## src/rtl/router_ingress_arb.sv

```systemverilog
// router_ingress_arb
//   Packet-level round-robin arbiter in front of the 1x3 router's single input.
//   One source is granted per packet. Its header, payload and parity bytes are
//   passed to the router with no added latency. Router busy is forwarded as
//   back-pressure to the granted source. The header length and address fields
//   are checked.
//
// Ports
//   clock, reset   clock; synchronous active-high reset
//   src_pkt_valid  per-source pkt_valid (high for header/payload, low for parity)
//   src_data       per-source byte, source i at [8i+7:8i]
//   src_en         arbitration enable mask
//   src_ready      byte on src_data[i] accepted this cycle (combinational)
//   busy           router busy; no byte is accepted while high
//   pkt_valid      router pkt_valid (combinational)
//   data_in        router data_in (combinational)
//   grant_id       currently or last granted source
//   arb_active     high while a packet is being passed
//   pkt_done       one-cycle pulse after the parity byte is accepted
//   len_err        one-cycle pulse with pkt_done when payload count != header length
//   addr_err       one-cycle pulse after a header with address 2'b11 is accepted
module router_ingress_arb #(
    parameter int unsigned N_SRC = 3,
    parameter int unsigned GW    = (N_SRC > 1) ? $clog2(N_SRC) : 1
) (
    input  logic                 clock,
    input  logic                 reset,
    input  logic [N_SRC-1:0]     src_pkt_valid,
    input  logic [8*N_SRC-1:0]   src_data,
    input  logic [N_SRC-1:0]     src_en,
    output logic [N_SRC-1:0]     src_ready,
    input  logic                 busy,
    output logic                 pkt_valid,
    output logic [7:0]           data_in,
    output logic [GW-1:0]        grant_id,
    output logic                 arb_active,
    output logic                 pkt_done,
    output logic                 len_err,
    output logic                 addr_err
);

    localparam int unsigned BW = 8;
    localparam int unsigned CW = 6;

    typedef enum logic {S_IDLE, S_PASS} state_e;

    state_e          state;
    state_e          state_nxt;
    logic [N_SRC-1:0] req;
    logic [GW-1:0]   winner;
    logic            win_vld;
    logic [BW-1:0]   src_byte [N_SRC];
    logic            g_valid;
    logic [BW-1:0]   g_byte;
    logic            accept;
    logic            hdr_seen;
    logic [CW-1:0]   cnt;
    logic [CW-1:0]   hdr_len;
    logic [GW-1:0]   rr_ptr;

    // Unpack the flat source byte bus
    for (genvar i = 0; i < N_SRC; i++) begin : g_unpack
        assign src_byte[i] = src_data[BW*i +: BW];
    end

    assign req = src_pkt_valid & src_en;

    // Round-robin winner: search first above rr_ptr, then wrap from 0
    always_comb begin
        win_vld = 1'b0;
        winner  = rr_ptr;
        for (int unsigned i = 0; i < N_SRC; i++) begin
            if (!win_vld && req[i] && (GW'(i) > rr_ptr)) begin
                win_vld = 1'b1;
                winner  = GW'(i);
            end
        end
        for (int unsigned i = 0; i < N_SRC; i++) begin
            if (!win_vld && req[i] && (GW'(i) <= rr_ptr)) begin
                win_vld = 1'b1;
                winner  = GW'(i);
            end
        end
    end

    // Granted source's valid/byte
    always_comb begin
        g_valid = 1'b0;
        g_byte  = '0;
        for (int unsigned i = 0; i < N_SRC; i++) begin
            if (GW'(i) == grant_id) begin
                g_valid = src_pkt_valid[i];
                g_byte  = src_byte[i];
            end
        end
    end

    assign accept = (state == S_PASS) && !busy;

    // State register
    always_ff @(posedge clock) begin
        if (reset) begin
            state <= S_IDLE;
        end else begin
            state <= state_nxt;
        end
    end

    // Next-state logic; a byte accepted with pkt_valid low is the parity byte
    always_comb begin
        state_nxt = state;
        case (state)
            S_IDLE: if (win_vld && !busy)   state_nxt = S_PASS;
            S_PASS: if (accept && !g_valid) state_nxt = S_IDLE;
            default:                        state_nxt = S_IDLE;
        endcase
    end

    // Output logic: zero-latency data path from the granted source
    always_comb begin
        pkt_valid  = 1'b0;
        data_in    = '0;
        src_ready  = '0;
        arb_active = 1'b0;
        if (state == S_PASS) begin
            arb_active = 1'b1;
            pkt_valid  = g_valid;
            data_in    = g_byte;
            for (int unsigned i = 0; i < N_SRC; i++) begin
                if (GW'(i) == grant_id) src_ready[i] = !busy;
            end
        end
    end

    // Grant, round-robin pointer, header/payload tracking and status pulses
    always_ff @(posedge clock) begin
        if (reset) begin
            grant_id <= '0;
            rr_ptr   <= GW'(N_SRC - 1);
            cnt      <= '0;
            hdr_len  <= '0;
            hdr_seen <= 1'b0;
            pkt_done <= 1'b0;
            len_err  <= 1'b0;
            addr_err <= 1'b0;
        end else begin
            pkt_done <= 1'b0;
            len_err  <= 1'b0;
            addr_err <= 1'b0;
            if ((state == S_IDLE) && win_vld && !busy) begin
                grant_id <= winner;
                hdr_seen <= 1'b0;
            end
            if (accept) begin
                if (!g_valid) begin
                    // Parity in the header slot means no header at all: always a length error
                    pkt_done <= 1'b1;
                    len_err  <= !hdr_seen || (cnt != hdr_len);
                    rr_ptr   <= grant_id;
                end else if (!hdr_seen) begin
                    hdr_seen <= 1'b1;
                    hdr_len  <= g_byte[7:2];
                    cnt      <= '0;
                    addr_err <= (g_byte[1:0] == 2'b11);
                end else if (cnt != {CW{1'b1}}) begin
                    cnt <= cnt + CW'(1);
                end
            end
        end
    end

endmodule
```

## config.mk

```make
export PLATFORM = sky130hd
export DESIGN_NAME = router_ingress_arb
export DESIGN_NICKNAME = d
export VERILOG_FILES = /design/src/rtl/router_ingress_arb.sv
export SDC_FILE = /design/constraint.sdc
export NUM_CORES = 1
export LEC_CHECK = 0
export BUFFER_PORTS_ARGS = -buffer_cell sky130_fd_sc_hd__buf_2
export CAP_MARGIN = 0
export CORE_ASPECT_RATIO = 1.25
export CORE_MARGIN = 3
export CORE_UTILIZATION = 25
export CTS_BUF_LIST = sky130_fd_sc_hd__clkbuf_8
export CTS_CLUSTER_DIAMETER = 150
export DETAILED_ROUTE_END_ITERATION = 16
export GPL_ROUTABILITY_DRIVEN = 0
export GPL_TIMING_DRIVEN = 1
export PLACE_DENSITY = 0.43
export SYNTH_ARGS = -nofsm -noshare
export SYNTH_HDL_FRONTEND = slang
export SYNTH_SLANG_ARGS = --single-unit
```

## constraint.sdc

```tcl
create_clock -name clock -period 2.4 [get_ports clock]
set_input_delay 0.48 -clock clock [delete_from_list [all_inputs] [get_ports clock]]
set_output_delay 0.48 -clock clock [all_outputs]
set_load 0.005 [all_outputs]
```

# After elaboration in Yosys (flattened, before gate mapping)
# Cells that the tools add are included.
[op_classes] magnitude_cmp=6 n_eq_ne=6 muxes=35 reduce_logical=32 addsub=1 bitwise=5
[op_table] cell="$mux 8" count=4
[op_table] cell="$mux 1" count=21
[op_table] cell="$logic_and 1x1->1" count=16
[op_table] cell="$mux 2" count=6
[op_table] cell="$mux 6" count=2
[op_table] cell="$logic_not 1->1" count=8
[op_table] cell="$add 6x1->6 const B" count=1
[op_table] cell="$ne 6x6->1" count=1
[op_table] cell="$ne 6x6->1 const B" count=1
[op_table] cell="$reduce_and 3->1" count=2
[op_table] cell="$gt 1x2->1 const A" count=2
[op_table] cell="$le 1x2->1 const A" count=2
[op_table] cell="$not 1->1" count=4
[op_table] cell="$reduce_or 4->1" count=1
[op_table] cell="$and 3x3->3" count=1
[op_table] cell="$mux 3" count=1
[op_table] cell="$reduce_or 3->1" count=1
[op_table] cell="$eq 1x2->1 const A" count=1
[op_table] cell="$eq 2x2->1 const A" count=1
[op_table] cell="$eq 2x2->1 const B" count=1
[op_table] cell="$gt 2x2->1 const A" count=1
[op_table] cell="$le 2x2->1 const A" count=1
[op_table] cell="$logic_not 2->1" count=1
[op_table] cell="$ne 2x1->1 const B" count=1
[op_table] cell="4 further kinds" count=4
[totals] input_bits=33 out_inout_bits=18 register_bits=21

# Longest topological paths before layout
[depth] ltp_word=29 depth_mapped=6

# Worst setup path before layout
# OpenSTA, ideal clock, no wires.
[synth_path] path_kind="register -> output" start="register grant_id[1]" end="output data_in[2]" path_buffers=2 slack_ns=0.767 arrival_ns=1.153 stages_incl_launch_ff=6 path_cell_list="dfxtp_1 > buf_6 > buf_2 > mux2i_1 > o2bb2ai_1 > and2_1"
[synth_via] elab_chain_len=5 elab_cells_between_ends=7 cone_classes="2 x eq/ne; 4 x mux; 1 x reduce/logical"
[synth_rtl] element="start: declaration" line_no="35" text="output logic [GW-1:0] grant_id,"
[synth_rtl] element="start signal: assignment" line_no="151" text="grant_id <= winner;"
[synth_rtl] element="$logic_not 2->1" line_no="91" text="if (GW'(i) == grant_id) begin"
[synth_rtl] element="$mux 8 (2 in series)" line_no="91"
[synth_rtl] element="$mux 8 (*)" line_no="91"
[synth_rtl] element="$mux 8 (*)" line_no="125" text="if (state == S_PASS) begin"
[synth_rtl] element="end: declaration" line_no="34" text="output logic [7:0] data_in,"
# Every way passes the cells marked *; elsewhere a longest branch is shown, timed or not.

# Worst setup path in the final report
[layout_path] start="register grant_id[1]" end="output data_in[5]"
# The elaborated chain is that of the path after synthesis.

==> impl_metrics.json <==
{
  "clockBufferDepth": 2,
  "path_class": "reg2out",
  "cp.arrival_ns": 1.60,
  "cp_max_fo": 16,
  "p_leak_nw": 0.6938,
  "dr.pass1.iters": 4,
  "postCtsSetupBuffers": 0,
  "row_count": 29,
  "fin_crit_ns": 2.077,
  "rsz0062_at_grt": "no",
  "hold_viol_final": 0,
  "syn_area_per_cell_um2": 8.583,
  "run_status": "finished, final reports clean",
  "cts_hold_buffers": 0,
  "num_antenna_cells": 0,
  "start_kind": "register",
  "synth_top_area_frac": 0.3120,
  "cts_tree": "done",
  "tns_ns": 0,
  "fill_cells": 573,
  "syn2layout_area_growth_pct": 24.51,
  "seq_area_um2": 420.4,
  "clock-root-buffer": "clkbuf_8",
  "layout-drive-gt1-share": 0.3039,
  "critPathRequiredTime_ns": 1.92,
  "ys_ff_latch": 21,
  "postRouteAntennaNets": 0,
  "netlist_instances": 157,
  "fin_worst_skew_ns": 0.001200,
  "ios": 51,
  "final_area_um2": 1678,
  "tightest_slew_ns": 0.4879,
  "regToRegSetupSlack_ns": 0.67,
  "grt_overflow": 0,
  "drv_cap": 0,
  "slew_violations": 0,
  "synth_edf_count": 0,
  "worstSetupEndpointType": "primary output",
  "grt_pass1_wl_um": 6389,
  "yosys.cell_count.top_type": "dfxtp_1",
  "synth_top_area_cell": "dfxtp_1",
  "synth-async-reset-ratio": 0,
  "num_vias": 1343,
  "cts.repair.resized": 0,
  "synth_ff_type": "dfxtp_1",
  "setup_violations": 0,
  "ir_worst_vdd_mv": 0.1710,
  "die_h_um": 88.09,
  "core_um2": 5152,
  "synth_top_cells_by_count": "dfxtp_1 (21), nand2_1 (19), a21oi_1 (16), and2_1 (10), mux2i_1 (9)",
  "whs_ns": 0.4731,
  "grt_pass1_vias": 1324,
  "h-tree-depth": 1,
  "nNetsFinal": 239,
  "hpwl_um": 2895,
  "synth_area_um2": 1348,
  "wl_per_cell_um": 14.30,
  "initial_core_util": 0.2615,
  "p_per_area_nw_per_um2": 467.2,
  "fp.dieW_um": 71.67,
  "maxSlewHeadroom": 0.6743,
  "clock-sinks": 21,
  "numCtsBuffers": 3,
  "vias_per_cell": 5.049,
  "numPortBuffers": 50,
  "routed_wirelength_um": 3805,
  "clk_pin_slew_ns": 0.08,
  "drc": 0,
  "antenna_found_initial": 0,
  "ys_seq_area_frac": 0.3120,
  "drt-initial-drc-count": 49,
  "max_freq_ghz": 0.4814,
  "syn-num-nets": 191,
  "yosys.cell_types.count": 46,
  "ys_warn_count": 0,
  "grt_usage": 0.1277,
  "multiInputGateArea_um2": 857.1,
  "dpl_cell_area_um2": 1632,
  "clkLatencyLatePin_ns": 0.26,
  "grt_max_degree": 20,
  "dieArea_um2": 6313,
  "synthTopCellsByArea": "dfxtp_1 (31%), mux2i_1 (6.7%), a21oi_1 (5.9%)",
  "min_path_type": "reg2reg",
  "timing.final.crit_share": 0.8655
}
critical path, stage by stage, from the launching register on:
cell and delay (ns):
dfxtp_1 0.41, buf_4 0.29, mux2i_1 0.23, o2bb2ai_1 0.12, and2_1 0.17, buf_2 0.12
logic make-up (layout without fill, tap and decap cells):
group / Yosys count / after routing / synth area share
and+or+nand+nor: 65 / 65 / 0.2823
AOI/OAI and AO/OA: 42 / 42 / 0.2275
DFF: 21 / 21 / 0.3120
buffers and inverters: 12 / 59 / 0.05199
muxes: 10 / 10 / 0.07799
xor gates and xnor gates: 6 / 6 / 0.03900
adders and majority gates: 1 / 1 / 0.009284
metrics by stage:
stage	setup WS [ns]	power, mW	utilization	std cells
floorplan	0.7665	0.4915	-	157
global route	0.1887	0.8352	0.3256	266
global placement	0.6081	0.5573	0.3167	262
CTS	0.2847	0.7980	0.3256	266
detailed placement	0.5875	0.5566	0.3167	262
finish	0.3228	0.7838	0.3256	266
cell type report:
| cell class | instances | area share |
|---|---|---|
| clock buffers | 3 | 0.02461 |
| clock inverters | 1 | 0.002983 |
| multi-input cells | 124 | 0.5108 |
| repair buffers | 52 | 0.1581 |
| well taps | 62 | 0.04623 |
| flip-flops and latches | 21 | 0.2506 |
| inverters | 3 | 0.006711 |
layer usage:
layer  track usage  wire (um)
met1        0.1558       1676
met2        0.2316       1930
met3       0.01837        161
met4       0.03590         36
met5             0          0
power breakdown:
part           internal (mW)  switching (mW)
logic                 0.0802          0.0900
registers              0.358          0.0169
clock network          0.116           0.123
total                  0.554           0.229
path summary, 6_finish.rpt:
check	start	to	cells after the start
setup / recovery	grant_id[1]	data_in[5]	5
hold reg to reg	hdr_len[3]	hdr_len[3]	2
setup reg to reg	state	cnt[0]	4
hold / removal	hdr_len[3]	hdr_len[3]	2
layout by cell type, fill, tap and decap left out, drive strengths merged, types with 2 or more instances in the layout:
master	netlist	layout
clkbuf	3	3
a211oi	2	2
o21ai	7	7
dfxtp	21	21
xnor2	3	3
nor2	5	5
nor2b	2	2
or3	2	2
nor3	7	7
buf	6	52
and2	10	10
o2bb2ai	6	6
mux2i	9	9
nor4	2	2
xor2	3	3
a32o	2	2
nand3	5	5
a21oi	16	16
nand2	19	19
inv	3	3
nor3b	2	2
nand4	2	2
sequential cells by signal, indices dropped and copies added (netlist names):
name	flops
hdr_len	6
cnt	6
len_err	1
rr_ptr	2
addr_err	1
grant_id	2
hdr_seen	1
state	1
pkt_done	1
(Power assumes the default switching activity.)
